**src/rtl/mole_scheduler_pkg.sv**
```systemverilog
// Shared types for the whack-a-mole scheduler: FSM state encoding, difficulty codes, hole count.
package mole_pkg;
  localparam int NUM_HOLES = 8;

  localparam logic [1:0] DIFF_EASY = 2'b00;
  localparam logic [1:0] DIFF_MED  = 2'b01;
  localparam logic [1:0] DIFF_HARD = 2'b10;

  typedef enum logic [2:0] {
    ST_IDLE  = 3'd0,
    ST_GAP   = 3'd1,
    ST_PICK  = 3'd2,
    ST_PROBE = 3'd3,
    ST_SPAWN = 3'd4,
    ST_OVER  = 3'd5
  } state_e;

  function automatic logic [3:0] popcount8(input logic [7:0] v);
    logic [3:0] n;
    n = 4'd0;
    for (int i = 0; i < 8; i++) n = n + {3'd0, v[i]};
    return n;
  endfunction
endpackage

```
**src/rtl/mole_scheduler_if.sv**
```systemverilog
// Game-side signal bundle of the mole scheduler; slave = scheduler, master = game/timer side.
interface mole_scheduler_if;
  import mole_pkg::*;

  // No valid/ready pairs: spawn/moletime and molehit are valid-only single-cycle
  // pulses the receiver must accept unconditionally; whack is a one-cycle pulse per hole.
  logic                 start;
  logic [1:0]           difficulty;
  logic [7:0]           rnd;
  logic [NUM_HOLES-1:0] mole_up;
  logic [NUM_HOLES-1:0] whack;
  logic [NUM_HOLES-1:0] spawn;
  logic [2:0]           moletime;
  logic [NUM_HOLES-1:0] molehit;
  logic [7:0]           score;
  logic [3:0]           misses;
  logic                 game_over;
  logic                 busy;
  state_e               fsm_state;

  modport slave (
    input  start, difficulty, rnd, mole_up, whack,
    output spawn, moletime, molehit, score, misses, game_over, busy, fsm_state
  );

  modport master (
    output start, difficulty, rnd, mole_up, whack,
    input  spawn, moletime, molehit, score, misses, game_over, busy, fsm_state
  );
endinterface

```
**src/rtl/mole_hit_tracker.sv**
```systemverilog
// Hit/miss detection, molehit pulses and score/miss counters.
// Optional whiff penalty enabled by MOLE_SCHED_WHIFF_PENALTY_EN.
module mole_hit_tracker
  import mole_pkg::*;
#(
  parameter int MAX_MISSES = 8
) (
  input  logic                 clk,
  input  logic                 rst,
  input  logic                 clr,
  input  logic                 active,
  input  logic [NUM_HOLES-1:0] mole_up,
  input  logic [NUM_HOLES-1:0] whack,
  input  logic [NUM_HOLES-1:0] spawn,
  output logic [NUM_HOLES-1:0] molehit,
  output logic [7:0]           score,
  output logic [3:0]           misses
);
  localparam logic [3:0] MISS_LIMIT = 4'(MAX_MISSES);

  logic [NUM_HOLES-1:0] up_q, hit_seen, hits, missed;
  logic [8:0]           score_sum;
  logic [7:0]           score_next;
  logic [4:0]           miss_sum;
`ifdef MOLE_SCHED_WHIFF_PENALTY_EN
  logic [NUM_HOLES-1:0] whiffs;
  logic [3:0]           whiff_n;
`endif

  always_comb begin
    // A hole being spawned this cycle is not up yet, so its whack counts for nothing.
    hits       = active ? (whack & mole_up & ~spawn) : '0;
    missed     = up_q & ~mole_up & ~hit_seen;
    score_sum  = {1'b0, score} + {5'd0, popcount8(hits)};
    score_next = score_sum[8] ? 8'hFF : score_sum[7:0];
`ifdef MOLE_SCHED_WHIFF_PENALTY_EN
    whiffs     = active ? (whack & ~mole_up & ~spawn) : '0;
    whiff_n    = popcount8(whiffs);
    score_next = (score_next < {4'd0, whiff_n}) ? 8'd0 : score_next - {4'd0, whiff_n};
`endif
    miss_sum   = {1'b0, misses} + {1'b0, popcount8(missed)};
  end

  always_ff @(posedge clk) begin
    if (rst || clr) begin
      up_q     <= '0;
      hit_seen <= '0;
      molehit  <= '0;
      score    <= 8'd0;
      misses   <= 4'd0;
    end else begin
      up_q     <= mole_up;
      // A hit mark lives until that mole drops, so its fall is not a miss.
      hit_seen <= (hit_seen | hits) & mole_up;
      molehit  <= hits;
      score    <= score_next;
      if (active && (misses < MISS_LIMIT))
        misses <= miss_sum[4] ? 4'hF : miss_sum[3:0];
    end
  end
endmodule

```
**src/rtl/mole_scheduler.sv**
```systemverilog
// Whack-a-mole spawn scheduler: paces spawns by difficulty, probes for a free hole,
// and ends the game on too many misses. Option macro: MOLE_SCHED_WHIFF_PENALTY_EN.
module mole_scheduler
  import mole_pkg::*;
#(
  parameter int GAP_EASY   = 150000000,
  parameter int GAP_MED    = 100000000,
  parameter int GAP_HARD   = 50000000,
  parameter int MAX_MISSES = 8
) (
  input  logic              CLK100MHZ,
  input  logic              reset,
  mole_scheduler_if.slave   bus
);
  localparam logic [3:0] MISS_LIMIT = 4'(MAX_MISSES);

  state_e               state;
  logic [31:0]          gap_cnt;
  logic [1:0]           diff;
  logic [2:0]           cand, mtime, probes, next_cand;
  logic                 active, go, lose;
  logic [NUM_HOLES-1:0] spawn_vec;
  logic                 unused_rnd;

  function automatic logic [31:0] gap_for(input logic [1:0] d);
    case (d)
      DIFF_EASY: return 32'(GAP_EASY);
      DIFF_MED:  return 32'(GAP_MED);
      default:   return 32'(GAP_HARD);
    endcase
  endfunction

  assign active     = (state == ST_GAP) || (state == ST_PICK) ||
                      (state == ST_PROBE) || (state == ST_SPAWN);
  assign go         = bus.start && ((state == ST_IDLE) || (state == ST_OVER));
  assign lose       = bus.misses >= MISS_LIMIT;
  assign next_cand  = cand + 3'd1;
  assign spawn_vec  = (state == ST_SPAWN) ? (8'd1 << cand) : '0;
  assign unused_rnd = &{1'b0, bus.rnd[7:6]};

  always_ff @(posedge CLK100MHZ) begin
    if (reset) begin
      state   <= ST_IDLE;
      gap_cnt <= 32'd0;
      diff    <= DIFF_EASY;
      cand    <= 3'd0;
      mtime   <= 3'd0;
      probes  <= 3'd0;
    end else begin
      case (state)
        ST_IDLE, ST_OVER: begin
          if (go) begin
            diff    <= bus.difficulty;
            gap_cnt <= gap_for(bus.difficulty);
            state   <= ST_GAP;
          end
        end
        ST_GAP: begin
          if (lose)                state   <= ST_OVER;
          else if (gap_cnt == 0)   state   <= ST_PICK;
          else                     gap_cnt <= gap_cnt - 32'd1;
        end
        ST_PICK: begin
          cand   <= bus.rnd[2:0];
          mtime  <= bus.rnd[5:3];
          probes <= 3'd0;
          if (lose)                          state <= ST_OVER;
          else if (bus.mole_up[bus.rnd[2:0]]) state <= ST_PROBE;
          else                               state <= ST_SPAWN;
        end
        ST_PROBE: begin
          cand   <= next_cand;
          probes <= probes + 3'd1;
          // Seven probes cover every other hole; all full means skip this round.
          if (lose)                          state <= ST_OVER;
          else if (!bus.mole_up[next_cand])  state <= ST_SPAWN;
          else if (probes == 3'd6) begin
            gap_cnt <= gap_for(diff);
            state   <= ST_GAP;
          end
        end
        ST_SPAWN: begin
          gap_cnt <= gap_for(diff);
          state   <= lose ? ST_OVER : ST_GAP;
        end
        default: state <= ST_IDLE;
      endcase
    end
  end

  mole_hit_tracker #(.MAX_MISSES(MAX_MISSES)) u_tracker (
    .clk     (CLK100MHZ),
    .rst     (reset),
    .clr     (go),
    .active  (active),
    .mole_up (bus.mole_up),
    .whack   (bus.whack),
    .spawn   (spawn_vec),
    .molehit (bus.molehit),
    .score   (bus.score),
    .misses  (bus.misses)
  );

  assign bus.spawn     = spawn_vec;
  assign bus.moletime  = (state == ST_SPAWN) ? mtime : 3'd0;
  assign bus.game_over = (state == ST_OVER);
  assign bus.busy      = active;
  assign bus.fsm_state = state;
endmodule

```
**src/flat_wrapper.sv**
```systemverilog
// flat-port wrapper written by rule: the top's interface ports become plain ports
module mole_scheduler_flat import mole_pkg::*;
#(
  parameter int GAP_EASY   = 150000000,
  parameter int GAP_MED    = 100000000,
  parameter int GAP_HARD   = 50000000,
  parameter int MAX_MISSES = 8
)
  (CLK100MHZ, reset, bus_start, bus_difficulty, bus_rnd, bus_mole_up, bus_whack, bus_spawn, bus_moletime, bus_molehit, bus_score, bus_misses, bus_game_over, bus_busy, bus_fsm_state);
  mole_scheduler_if bus_i ();
  input  logic CLK100MHZ;
  input  logic reset;
  input wire logic [$bits(bus_i.start)-1:0] bus_start;
  input wire logic [$bits(bus_i.difficulty)-1:0] bus_difficulty;
  input wire logic [$bits(bus_i.rnd)-1:0] bus_rnd;
  input wire logic [$bits(bus_i.mole_up)-1:0] bus_mole_up;
  input wire logic [$bits(bus_i.whack)-1:0] bus_whack;
  output wire logic [$bits(bus_i.spawn)-1:0] bus_spawn;
  output wire logic [$bits(bus_i.moletime)-1:0] bus_moletime;
  output wire logic [$bits(bus_i.molehit)-1:0] bus_molehit;
  output wire logic [$bits(bus_i.score)-1:0] bus_score;
  output wire logic [$bits(bus_i.misses)-1:0] bus_misses;
  output wire logic [$bits(bus_i.game_over)-1:0] bus_game_over;
  output wire logic [$bits(bus_i.busy)-1:0] bus_busy;
  output wire logic [$bits(bus_i.fsm_state)-1:0] bus_fsm_state;
  assign bus_i.start = bus_start;
  assign bus_i.difficulty = bus_difficulty;
  assign bus_i.rnd = bus_rnd;
  assign bus_i.mole_up = bus_mole_up;
  assign bus_i.whack = bus_whack;
  assign bus_spawn = bus_i.spawn;
  assign bus_moletime = bus_i.moletime;
  assign bus_molehit = bus_i.molehit;
  assign bus_score = bus_i.score;
  assign bus_misses = bus_i.misses;
  assign bus_game_over = bus_i.game_over;
  assign bus_busy = bus_i.busy;
  assign bus_fsm_state = bus_i.fsm_state;
  mole_scheduler #(.GAP_EASY(GAP_EASY), .GAP_MED(GAP_MED), .GAP_HARD(GAP_HARD), .MAX_MISSES(MAX_MISSES)) u_core (.CLK100MHZ(CLK100MHZ), .reset(reset), .bus(bus_i));
endmodule
```
**config.mk**
```make
export PLATFORM = sky130hd
export DESIGN_NAME = mole_scheduler_flat
export DESIGN_NICKNAME = d
export VERILOG_FILES = /design/src/rtl/mole_scheduler_pkg.sv /design/src/rtl/mole_scheduler_if.sv /design/src/rtl/mole_hit_tracker.sv /design/src/rtl/mole_scheduler.sv /design/src/flat_wrapper.sv
export SDC_FILE = /design/constraint.sdc
export NUM_CORES = 1
export LEC_CHECK = 0
export ABC_AREA = 0
export BUFFER_PORTS_ARGS = -buffer_cell sky130_fd_sc_hd__buf_2
export CORE_MARGIN = 2
export CORE_UTILIZATION = 58
export DETAILED_ROUTE_END_ITERATION = 6
export PLACE_DENSITY_LB_ADDON = 0.1
export SYNTH_ARGS = -nofsm -noshare
export SYNTH_HDL_FRONTEND = slang
export SYNTH_SLANG_ARGS = --single-unit
```
**constraint.sdc**
```tcl
create_clock -name CLK100MHZ -period 5 [get_ports CLK100MHZ]
set_clock_uncertainty 0.15 [all_clocks]
set_input_delay 1 -clock CLK100MHZ [delete_from_list [all_inputs] [get_ports CLK100MHZ]]
set_output_delay 1 -clock CLK100MHZ [all_outputs]
set_load 0.1 [all_outputs]
```
### After elaboration in Yosys (flattened, before gate mapping)

Index checks and enable logic that the tools add are counted.

| cells by class | value |
|---|---|
| add/subtract/negate cells | 19 |
| magnitude comparators | 4 |
| equality and inequality tests | 16 |
| shifts and indexed selects | 1 |
| multiplexer cells | 30 |
| bitwise logic cells | 9 |
| reduce and logical (&&, ||, !) cells | 17 |

Operator list:

| cell | number |
|---|---|
| two-way mux 32 bit | 6 |
| one-hot mux 32 bit (4 select lines) | 1 |
| one-hot mux 28 bit (2 select lines) | 2 |
| bitwise AND 8 bit | 5 |
| adder 4 x 1 -> 4 bit | 8 |
| zero test 32 bit | 1 |
| subtractor 32 x 1 -> 32 bit (second input constant) | 1 |
| two-way mux 3 bit | 10 |
| two-way mux 8 bit | 3 |
| inverter 8 bit | 3 |
| one-hot mux 3 bit (5 select lines) | 1 |
| inequality test 2 bit (second input constant) | 6 |
| one-hot mux 3 bit (2 select lines) | 2 |
| adder 8 x 4 -> 9 bit | 1 |
| equality test 3 bit (second input constant) | 3 |
| adder 3 x 1 -> 4 bit | 2 |
| < comparator 3 x 4 -> 1 bit (second input constant) | 2 |
| OR 8 bit | 1 |
| << shifter 1 x 3 -> 8 bit (first input constant) | 1 |
| AND reduction 7 bit | 1 |
| adder 2 x 1 -> 3 bit | 2 |
| adder 3 x 1 -> 3 bit (second input constant) | 2 |
| binary-select mux 1 bit (select 3 bit) | 2 |
| equality test 3 x 2 -> 1 bit (second input constant) | 2 |
| other kinds (19) | 28 |

| storage, ports and cells | value |
|---|---|
| register bits | 82 |
| bits of input ports | 29 |
| output and inout bits | 36 |
| word-level logic and storage cells | 107 |

### Logic depth before layout (Yosys ltp)

Gate-level depths: netlist of the first run.

| depth | value |
|---|---|
| word-level depth | 14 |
| gate-level depth with buffers | 19 |
| depth with buffers taken out | 17 |

### By module

Synthesis of the first run repeated with hierarchy kept, for this count alone.

| second synthesis, totals | value |
|---|---|
| cells, all modules | 554 |
| area, all modules | 4855.9 µm² |

Modules (own cells, without submodules):

| module | seq. area each (µm²) | area an instance (µm²) | cells each | times used |
|---|---|---|---|---|
| mole_scheduler | 920.9 | 3067.9 | 380 | 1 |
| mole_hit_tracker | 720.7 | 1788.0 | 174 | 1 |

### Worst setup path after synthesis of the first run

OpenSTA, ideal clock, no wires.

| path | value |
|---|---|
| kind | reg-to-reg |
| start point | register u_core.state[2] (netlist: u_core.bus.fsm_state[2]) |
| end point | register u_core.u_tracker.score[6] |
| period minus slack after synthesis | 5.109 ns |
| buffers on the path | 2 |
| cell stages (with the launch flop) | 20 |
| library setup time | 0.079 ns |
| data required time | 4.771 ns |
| path slack | -0.109 ns |
| arrival | 4.880 ns |
| cell sequence | dfxtp_1 -> clkbuf_1 -> nor2b_1 -> clkbuf_1 -> nand2_1 -> a21oi_1 -> o211a_1 -> fa_1 -> inv_1 -> fa_1 -> fa_1 -> fa_1 -> inv_1 -> fa_1 -> nand2_1 -> nand2_1 -> a21oi_1 -> nor2b_1 -> and4b_1 -> nor3_1 |

| on the way | value |
|---|---|
| word-level cells in the longest chain between the ends | 14 |
| elaborated cells on any way between the ends | 25 |
| those cells by class | add/sub: 8; eq/ne: 5; mux: 3; bitwise: 2; reduce/logical: 7 |

Ends and longest elaborated chain:

| what | line | source |
|---|---|---|
| from (decl) | mole_scheduler.sv:17 | `state_e state;` |
| from (signal assigned) | mole_scheduler.sv:84 | `state <= lose ? ST_OVER : ST_GAP;` |
| equality test 3 bit, or another cell as far along | mole_scheduler.sv:34, mole_scheduler.sv:38 |  |
| two-way mux 8 bit / logical OR 1 bit (equally long branches) | mole_scheduler.sv:38, mole_scheduler.sv:33 |  |
| inverter 8 bit / logical OR 1 bit (equally long branches) | mole_hit_tracker.sv:32, mole_scheduler.sv:33 |  |
| bitwise AND 8 bit / logical OR 1 bit (equally long branches) | mole_hit_tracker.sv:32, mole_scheduler.sv:34 |  |
| two-way mux 8 bit (*) | mole_hit_tracker.sv:32 | `hits = active ? (whack & mole_up & ~spawn) : '0;` |
| via u_core.u_tracker.hits[0] | mole_hit_tracker.sv:21 | `logic [NUM_HOLES-1:0] up_q, hit_seen, hits, missed;` |
| adder 1 x 1 -> 2 bit (*) | mole_scheduler_pkg.sv:21 | `for (int i = 0; i < 8; i++) n = n + {3'd0, v[i]};` |
| adder 2 x 1 -> 3 bit (*) | mole_scheduler_pkg.sv:21 |  |
| adder 3 x 1 -> 4 bit (*) | mole_scheduler_pkg.sv:21 |  |
| adder 4 x 1 -> 4 bit (*) (4 in series) | mole_scheduler_pkg.sv:21 |  |
| adder 8 x 4 -> 9 bit (*) | mole_hit_tracker.sv:34 | `score_sum = {1'b0, score} + {5'd0, popcount8(hits)};` |
| two-way mux 8 bit (*) | mole_hit_tracker.sv:35 | `score_next = score_sum[8] ? 8'hFF : score_sum[7:0];` |
| to (signal assigned) | mole_hit_tracker.sv:56 | `score <= score_next;` |
| to (decl) | mole_hit_tracker.sv:16 | `output logic [7:0] score,` |

Mark *: on every way through the listed nets, which the timed path passes. The rest lies on a longest branch.
A chain may end at the register's enable or synchronous reset.

### Worst setup path after layout of the first run

| path | value |
|---|---|
| start point | register u_core.cand[0] |
| end point | register u_core.u_tracker.score[1] |

| on the way | value |
|---|---|
| elaborated cells on any way between the ends | 14 |
| those cells by class | add/sub: 8; shift: 1; mux: 3; bitwise: 2 |

RTL lines:

| what | line | source |
|---|---|---|
| from (decl) | mole_scheduler.sv:20 | `logic [2:0] cand, mtime, probes, next_cand;` |
| from (signal assigned) | mole_scheduler.sv:64 | `cand <= bus.rnd[2:0];` |
| from (signal assigned) | mole_scheduler.sv:72 | `cand <= next_cand;` |
| << shifter 1 x 3 -> 8 bit | mole_scheduler.sv:38 | `assign spawn_vec = (state == ST_SPAWN) ? (8'd1 << cand) : '0;` |
| two-way mux 8 bit | mole_scheduler.sv:38 |  |
| inverter 8 bit | mole_hit_tracker.sv:32 |  |
| bitwise AND 8 bit | mole_hit_tracker.sv:32 |  |
| two-way mux 8 bit | mole_hit_tracker.sv:32 |  |
| via u_core.u_tracker.hits[2] | mole_hit_tracker.sv:21 |  |
| adder 2 x 1 -> 3 bit | mole_scheduler_pkg.sv:21 |  |
| adder 3 x 1 -> 4 bit | mole_scheduler_pkg.sv:21 |  |
| adder 4 x 1 -> 4 bit (4 in series) | mole_scheduler_pkg.sv:21 |  |
| adder 8 x 4 -> 9 bit | mole_hit_tracker.sv:34 |  |
| two-way mux 8 bit | mole_hit_tracker.sv:35 |  |

The timed path passes the listed nets, and every way through them passes these cells.

==> out/metrics.csv, run 1 <==
metric,value,unit
rows,32,
cp_max_fo,7,
core_area,0.00785,mm^2
detail-route-antenna-nets,0,
fin_ws,0.371,ns
rr_endpoint,u_core.u_tracker.score[1],
hp-start,u_core.u_tracker.hit_seen[7],
place_congestion,0.909,
routedWlPerCell,16.3,um
reg2reg_from,u_core.cand[0],
timing.fmax,216,MHz
worstHoldEndpoint,u_core.u_tracker.hit_seen[7],
syn_to_final_growth,12.2,%
syn_area_per_cell,8.45,um^2
slowest_stage,dfxtp_1,
cts-htree-levels,3,
ys_top_cells_by_count,"dfxtp_1, nor2_1, a21oi_1",
final_cells,716,
drive_gt1_frac,0.173,
post_cts_buffers,0,
critPathCaptureType,register,
cts_root_buf,clkbuf_8,
vias,4331,
dp_hpwl,8310,um
die_x,94.5,um
clock_path_buffers,2,
io_pins,65,
clk_pin_slew,0.09,ns
rsz0062_at_grt,no,
first_pass_iters,4,
period_share,0.926,
yosysTopAreaCell,dfxtp_1,
start_kind,register,
syn_nets,622,
reg2reg_slack,0.37,ns
crit_type,register to register,
ys_warn_count,0,
dp.cells,700,
synth.most_common_cell,dfxtp_1,
synth_cells,562,
place_ws,0.159,ns
routed_wl,11700,um
worst_path_most_repeated_cell,fa_1,
holdPathStages,2,
outcome,"complete, no violations",
gr-total-overflow,0,
tightest_slew,0.851,ns
drv_slew,0,
grt_pass1_wl,19200,um
drv_cap,0,
syn_area,0.00475,mm^2
yosysSeqAreaShare,0.346,
hold_class,register to register,
arrival,4.73,ns
tritoncts,done,
synth_flop_cell,dfxtp_1,
holdBufCountCts,0,
worstPathRequired,5.10,ns
ys_types,67,
grt_max_degree,39,
initial_utilization,0.605,
cts.sinks,82,
synth-edff-count,0,
clkLatencyLatePin,0.37,ns
track_usage,0.275,
reg2regPathDepth,17,
numCtsBuffers,9,
cp_slowest_stage_delay,0.52,ns
portBuffers,62,
antenna_found_initial,0,
fin_util,0.679,
finalCriticalPeriod,4.63,ns
relSlewSlack,0.428,
n_antenna_cell,0,
drcViolationCount,0,
yosys_register_bits,82,
path_cells,inv_1 > ha_1 > a21oi_1 > o211a_1 > fa_1 > inv_1 > fa_1 > fa_1 > fa_1 > inv_1 > fa_1 > nand2_1 > nand2_1 > a21oi_1 > nor2b_1 > nand4_1 > a21oi_1,
peakVddDrop,0.361,mV
fp.dieH,94.5,um
synth.top_cell.area_share,0.346,
die_area,0.00892,mm^2
power.leakage,2.29,nW
powerDensity,658,mW/mm^2
async_flop_share,0,
avgViaCountPerCell,6.05,
first_global_vias,3983,
fin_setup_tns,0,ns
fin_nets,669,
yosys-top-cells-area,"dfxtp_1, ha_1, a21oi_1",
setup_viol,0,
finalHoldViolCount,0,
drtIter0Drc,237,
## per-layer routing
metal,vias up,global-route usage,share of wire
li1,2111,-,-
met1,2061,0.352,0.44
met2,142,0.461,0.48
met3,17,0.0630,0.066
met4,0,0.0906,0.015
met5,-,0,0
## through the flow
step                      hold slack (ns)  area [um^2]  total power [mW]
final                               0.308         5330              3.51
after global routing                0.331         5330              3.77
after CTS                           0.312         5330              3.50
after detailed placement            0.298         5090              2.92
after global placement              0.293         5090              2.87
after floorplan                     0.285         4750              2.54
## cell families (layout without fill, tap and decap cells)
kind of cell,count (synthesis),in the layout,synth area share
AOI/OAI and AO/OA,142,142,0.186
buffers and inverters,59,111,0.0498
DFF,82,82,0.346
xor gates and xnor gates,22,22,0.0406
muxes,14,14,0.0387
adders and majority gates,31,31,0.0975
and+or+nand+nor,212,212,0.241
## report_power, final
| part | total [mW] | internal [mW] | switching, mW |
|---|---|---|---|
| registers | 0.987 | 0.814 | 0.173 |
| logic | 1.95 | 0.652 | 1.30 |
| clock network | 0.572 | 0.292 | 0.280 |
| total | 3.51 | 1.76 | 1.75 |
## cell usage in the layout, fill, tap and decap left out, types with 6 or more instances in the layout
cell,instances
o21ai_0,34
fa_1,10
or4_1,6
nor3_1,16
a31oi_1,6
nand3_1,12
clkbuf_8,9
a21boi_0,7
nor2b_1,8
or3_1,6
a21oi_1,48
xnor2_1,18
nor3b_1,8
and3_1,14
nor2_1,57
nor4_1,11
buf_2,62
nand2_1,33
mux2i_1,6
dfxtp_1,80
inv_1,28
ha_1,21
and2_1,13
## worst max path at each step
stage	startpoint	endpoint	slack (ns)	cells past startpoint
5_1_grt	u_core.bus.fsm_state[1]	u_core.u_tracker.score[1]	0.08	17
6_report	u_core.cand[0]	u_core.u_tracker.score[1]	0.37	17
2_1_floorplan	u_core.bus.fsm_state[0]	u_core.u_tracker.score[0]	0.09	18
3_5_place_dp	bus_mole_up[0]	u_core.u_tracker.misses[0]	0.16	13
4_1_cts	u_core.bus.fsm_state[1]	u_core.u_tracker.score[1]	0.32	16
3_3_place_gp	bus_mole_up[0]	u_core.u_tracker.misses[1]	0.22	13
## registers in the layout (all words and copies together), names as in the netlist
register and flops:
u_core.diff 2, u_core.u_tracker.hit_seen 8, u_core.cand 3, u_core.u_tracker.misses 4
u_core.gap_cnt 32, u_core.u_tracker.up_q 8, u_core.bus.fsm_state 3, u_core.probes 3
u_core.u_tracker.molehit 8, u_core.mtime 3, u_core.u_tracker.score 8
## timing repair
item / 4_1_cts / 5_1_grt
setup endpoints to repair: 0 / 1
gates resized for setup: 0 / 1
endpoints found under the hold margin: 0 / 0
## layout make-up
cell class | count | area, um^2
fill | 695 | 2520
clock buffer | 9 | 124
multi-input combinational | 421 | 2870
timing repair buffer | 67 | 348
tap | 102 | 128
clock inverter | 7 | 108
inverter | 28 | 105
sequential | 82 | 1640
## worst max-delay path, delay by kind of cell (launching register included)
family          cells  cell delay, ns
fa+ha+maj           6            2.24
compound gates      4            0.83
flops               1            0.52
simple gates        4            0.48
buf+inv             3            0.28
Power figures use the tool's default switching activity.
==> run 2, diff against run 1 <==
Settings changed: CORE_UTILIZATION 58 to 50, GPL_ROUTABILITY_DRIVEN set to 0.
==> run 2 against run 1 <==
Design area increased by 0.80%; register-to-register slack gained 0.07 ns; highest routed layer unchanged; die area is 15% higher.
==> out/metrics.csv, run 2 (same netlist as run 1, synthesis figures left out) <==
metric,value,unit,change
outcome,"complete, no violations",,unchanged
wl_met3,761,um,was 773 um
clkLatencyLatePin,0.35,ns,was 0.37 ns
power.leakage,2.30,nW,was 2.29 nW
drive_gt1_frac,0.173,,unchanged
first_global_vias,4066,,was 3983
avgViaCountPerCell,5.78,,was 6.05
timing.fmax,219,MHz,was 216 MHz
portBuffers,62,,unchanged
cts.sinks,82,,unchanged
detail-route-antenna-nets,0,,unchanged
placed_area,0.00513,mm^2,was 0.00509 mm^2
dp_hpwl,8500,um,was 8310 um
relSlewSlack,0.363,,was 0.428
worstPathRequired,5.11,ns,was 5.10 ns
start_kind,register,,unchanged
fin_nets,670,,was 669
peakVddDrop,0.263,mV,was 0.361 mV
final_common_cell,dfxtp_1,,unchanged
track_usage,0.243,,was 0.275
first_pass_iters,5,,was 4
grt_max_degree,39,,unchanged
largest_register,u_core.gap_cnt,,unchanged
rsz0062_at_grt,no,,unchanged
p_int,1.80,mW,was 1.76 mW
period_share,0.912,,was 0.926
p_total,3.53,mW,was 3.51 mW
syn_to_final_growth,13.1,%,was 12.2%
fp.dieH,101,um,was 94.5 um
power.share.switching,0.491,,was 0.499
crit_type,register to register,,unchanged
initial_utilization,0.514,,was 0.605
cp_max_fo,12,,was 7
clk_pin_slew,0.09,ns,about the same
p_clk_frac,0.163,,about the same
arrival,4.67,ns,was 4.73 ns
met2_length,5430,um,was 5610 um
tritoncts,done,,unchanged
setup_viol,0,,unchanged
reg2reg_slack,0.44,ns,was 0.37 ns
finalHoldViolCount,0,,unchanged
fin_setup_tns,0,ns,unchanged
cts-htree-levels,3,,unchanged
post_cts_buffers,0,,unchanged
n_antenna_cell,0,,unchanged
critPathCaptureType,register,,unchanged
rows,35,,was 32
core_area,0.00924,mm^2,was 0.00785 mm^2
grt_pass1_wl,19900,um,was 19200 um
vias,4292,,was 4331
gr-total-overflow,0,,unchanged
powerDensity,658,mW/mm^2,about the same
routedWlPerCell,16.0,um,was 16.3 um
power.net_switching,1.73,mW,was 1.75 mW
finalCriticalPeriod,4.56,ns,was 4.63 ns
wirelength_met1,5600,um,was 5110 um
drcViolationCount,0,,unchanged
drv_cap,0,,unchanged
final_cell_mix,"dfxtp_1, buf_2, nor2_1",,unchanged
hold_class,register to register,,unchanged
io_pins,65,,unchanged
fin_ws,0.440,ns,was 0.371 ns
clock_path_buffers,2,,unchanged
p_comb_frac,0.558,,was 0.555
place_ws,0.143,ns,was 0.159 ns
antenna_found_initial,0,,unchanged
drv_slew,0,,unchanged
routed.top_layer,met4,,unchanged
tightest_slew,0.947,ns,was 0.851 ns
cts_root_buf,clkbuf_8,,unchanged
die_area,0.0103,mm^2,was 0.00892 mm^2
post-route-cell-area,0.00537,mm^2,was 0.00533 mm^2
seqPwrFrac,0.279,,was 0.281
drtIter0Drc,215,,was 237
numCtsBuffers,9,,unchanged
largest_reg_flops,32,,unchanged
routed_wl,11900,um,was 11700 um
die_x,101,um,was 94.5 um
whs,0.307,ns,was 0.308 ns
==> run 2: final timing paths <==
kind,from,end,depth (start not counted)
worst max-delay path,u_core.bus.fsm_state[2],u_core.u_tracker.score[1],17
worst min-delay path,u_core.u_tracker.hit_seen[5],u_core.u_tracker.hit_seen[5],2
worst max register to register,u_core.bus.fsm_state[2],u_core.u_tracker.score[1],17
worst min register to register,u_core.u_tracker.hit_seen[5],u_core.u_tracker.hit_seen[5],2
==> run 2: layer usage <==
metal	vias up	global-route usage
met2	138	0.377
met3	13	0.0490
met4	0	0.0644
li1	2107	-
met1	2034	0.346
met5	-	0
==> run 2: repair_timing <==
action                     4_1_cts  5_1_grt
hold buffers                     0        0
setup endpoints to repair        0        4
gates resized for setup          0        2
==> run 2: power by group through the flow <==
| stage | clock (mW) | combinational (mW) | sequential, mW |
|---|---|---|---|
| 4_1_cts | 0.586 | 1.96 | 0.977 |
| 2_1_floorplan | 0 | 1.38 | 1.16 |
| 3_3_place_gp | 0 | 1.91 | 0.984 |
| 5_1_grt | 0.616 | 2.18 | 1.01 |
| 6_report | 0.577 | 1.97 | 0.985 |
| 3_5_place_dp | 0 | 1.95 | 0.991 |
==> run 2: worst max-delay path, stage by stage, from the launching register on <==
cell     delay, ns
dfxtp_2       0.46
nor2b_1       0.19
nand2_1       0.25
a21oi_1       0.21
o211a_1       0.23
fa_1          0.43
inv_1         0.08
fa_1          0.42
fa_1          0.45
fa_1          0.40
inv_1         0.08
fa_1          0.20
nand2_1       0.07
nand2_1       0.06
a21oi_1       0.10
nor2b_1       0.19
nand4_1       0.26
a21oi_1       0.23
==> run 2: final cells by class <==
type / count / area, um^2
clock buffers: 10 / 128
clock inverters: 5 / 104
fillers: 859 / 3870
inverters: 28 / 105
multi-input cells: 421 / 2870
flip-flops and latches: 82 / 1650
well taps: 129 / 161
repair buffers: 68 / 355
==> run 2: per-stage QoR <==
stage               cells   util
CTS                   743  0.581
global route          743  0.581
detailed placement    728  0.556
finish                743  0.581
global placement      728  0.556
floorplan             562      -
==> run 3, diff against run 2 <==
Settings changed: BUFFER_PORTS_ARGS -buffer_cell sky130_fd_sc_hd__buf_2 to not set, DONT_BUFFER_PORTS set to 1, HOLD_SLACK_MARGIN set to 0.06, TNS_END_PERCENT set to 50.
==> run 3 against run 2 <==
Combinational power shrank 6%; largest power group unchanged; critical endpoint is now u_core.u_tracker.score[3]; design area shrank 5.8%; routed wire length down 3.4%; global-route usage down 0.20 points.
==> out/metrics.csv, run 3 (same netlist as run 1, synthesis figures left out) <==
metric,value,unit,change
outcome,"complete, no violations",,unchanged
vias,4060,,was 4292
cts-htree-levels,3,,unchanged
io_pins,65,,unchanged
path_cells,inv_1 > ha_1 > a21oi_1 > o211a_1 > fa_1 > inv_1 > fa_1 > fa_1 > fa_1 > inv_1 > fa_1 > nand2_1 > nand2_1 > a21oi_1 > nor2b_1 > nand4_1 > a21oi_1,,was nor2b_1 > nand2_1 > a21oi_1 > o211a_1 > fa_1 > inv_1 > fa_1 > fa_1 > fa_1 > inv_1 > fa_1 > nand2_1 > nand2_1 > a21oi_1 > nor2b_1 > nand4_1 > a21oi_1
drv_slew,0,,unchanged
critPathCaptureType,register,,unchanged
worst_path_most_repeated_cell,fa_1,,unchanged
final_cell_mix,"dfxtp_1, nor2_1, a21oi_1",,"was dfxtp_1, buf_2, nor2_1"
p_total,3.36,mW,was 3.53 mW
powerDensity,664,mW/mm^2,was 658 mW/mm^2
cp_max_fo,7,,was 12
gr-total-overflow,0,,unchanged
core_area,0.00924,mm^2,unchanged
first_global_vias,4110,,was 4066
grt_max_degree,39,,unchanged
finalHoldViolCount,0,,unchanged
peakVddDrop,0.267,mV,was 0.263 mV
fin_setup_tns,0,ns,unchanged
power.share.switching,0.508,,was 0.491
syn_to_final_growth,6.51,%,was 13.1%
clk_pin_slew,0.09,ns,about the same
drive_gt1_frac,0.0930,,was 0.173
p_comb_frac,0.550,,was 0.558
largest_register,u_core.gap_cnt,,unchanged
rows,35,,unchanged
place_ws,0.298,ns,was 0.143 ns
worstPathRequired,5.12,ns,was 5.11 ns
antenna_found_initial,0,,unchanged
first_pass_iters,5,,unchanged
crit_buf_inv,3,,was 2
p_int,1.65,mW,was 1.80 mW
cts_resized,0,,unchanged
post_cts_buffers,0,,unchanged
initial_utilization,0.514,,unchanged
power.leakage,2.01,nW,was 2.30 nW
power.net_switching,1.71,mW,was 1.73 mW
detail-route-antenna-nets,0,,unchanged
dp_hpwl,8280,um,was 8500 um
cts_root_buf,clkbuf_8,,unchanged
whs,0.307,ns,about the same
die_area,0.0103,mm^2,unchanged
tritoncts,done,,unchanged
avgViaCountPerCell,5.90,,was 5.78
finalCriticalPeriod,4.58,ns,was 4.56 ns
crit_type,register to register,,unchanged
drtIter0Drc,208,,was 215
cp_slowest_stage_delay,0.49,ns,was 0.46 ns
timing.fmax,218,MHz,was 219 MHz
start_kind,register,,unchanged
seqPwrFrac,0.319,,was 0.279
path_delay_family,adder cells,,unchanged
portBuffers,0,,was 62
drcViolationCount,0,,unchanged
cts.sinks,82,,unchanged
die_x,101,um,unchanged
fin_ws,0.416,ns,was 0.440 ns
final_common_cell,dfxtp_1,,unchanged
slowest_stage,dfxtp_1,,was dfxtp_2
tightest_slew,1.14,ns,was 0.947 ns
arrival,4.70,ns,was 4.67 ns
largest_reg_flops,32,,unchanged
relSlewSlack,0.240,,was 0.363
period_share,0.917,,was 0.912
routed_wl,11500,um,was 11900 um
n_antenna_cell,0,,unchanged
holdBufCountCts,0,,unchanged
clock_path_buffers,2,,unchanged
numCtsBuffers,9,,unchanged
rsz0062_at_grt,no,,unchanged
routedWlPerCell,16.7,um,was 16.0 um
clkLatencyLatePin,0.35,ns,about the same
setup_viol,0,,unchanged
track_usage,0.241,,was 0.243
fp.dieH,101,um,unchanged
p_clk_frac,0.131,,was 0.163
grt_pass1_wl,19600,um,was 19900 um
hold_class,register to register,,unchanged
drv_cap,0,,unchanged
fin_nets,614,,was 670
## run 3: cell count changes in the layout (fill, tap and decap cells not counted), sizes merged
cell	before	now
buf	68	12
clkinvlp	0	1
bufinv	3	0
inv	28	29
clkinv	2	4
## run 3: worst paths after layout
kind	start	slack [ns]	end	cells after the start
worst max-delay path	u_core.cand[0]	0.42	u_core.u_tracker.score[3]	17
worst min-delay path	u_core.u_tracker.hit_seen[4]	0.31	u_core.u_tracker.hit_seen[4]	2
worst max register to register	u_core.cand[0]	0.42	u_core.u_tracker.score[3]	17
worst min register to register	u_core.u_tracker.hit_seen[4]	0.31	u_core.u_tracker.hit_seen[4]	2
## run 3: power by group through the flow
stage	clock network, mW	logic, mW	registers (mW)
final	0.440	1.85	1.07
after global routing	0.485	2.06	1.10
after CTS	0.457	1.84	1.07
after detailed placement	0	1.83	1.08
after global placement	0	1.81	1.07
after floorplan	0	1.38	1.16
## run 3: stage by stage
step	utilization	instances	instance area [um^2]
2_1_floorplan	-	562	4750
3_3_place_gp	0.528	672	4880
3_5_place_dp	0.528	672	4880
4_1_cts	0.547	688	5060
5_1_grt	0.547	688	5060
6_report	0.547	688	5060
## run 3: metal layers
| layer | wire, um | GRT usage | up-vias |
|---|---|---|---|
| met5 | 0 | 0 | - |
| met4 | 148 | 0.0852 | 0 |
| met3 | 794 | 0.0531 | 14 |
| met2 | 5170 | 0.383 | 121 |
| met1 | 5390 | 0.324 | 1932 |
| li1 | - | - | 1993 |
## run 3: final cells by class
cell class              instances  area (um^2)
well taps                     129          161
fillers                       885         4180
multi-input cells             421         2880
clock inverters                 6         40.0
inverters                      28          105
flip-flops and latches         82         1650
repair buffers                 12         90.1
clock buffers                  10          138
## run 3: worst reg2reg max path: stages, from the launching register on
cell and delay, ns:
dfxtp_1 0.49, inv_1 0.15, ha_1 0.28, a21oi_1 0.16
o211a_1 0.24, fa_1 0.43, inv_1 0.08, fa_1 0.43
fa_1 0.46, fa_1 0.39, inv_1 0.08, fa_1 0.20
nand2_1 0.07, nand2_1 0.06, a21oi_1 0.11, nor2b_1 0.20
nand4_1 0.26, a21oi_1 0.27
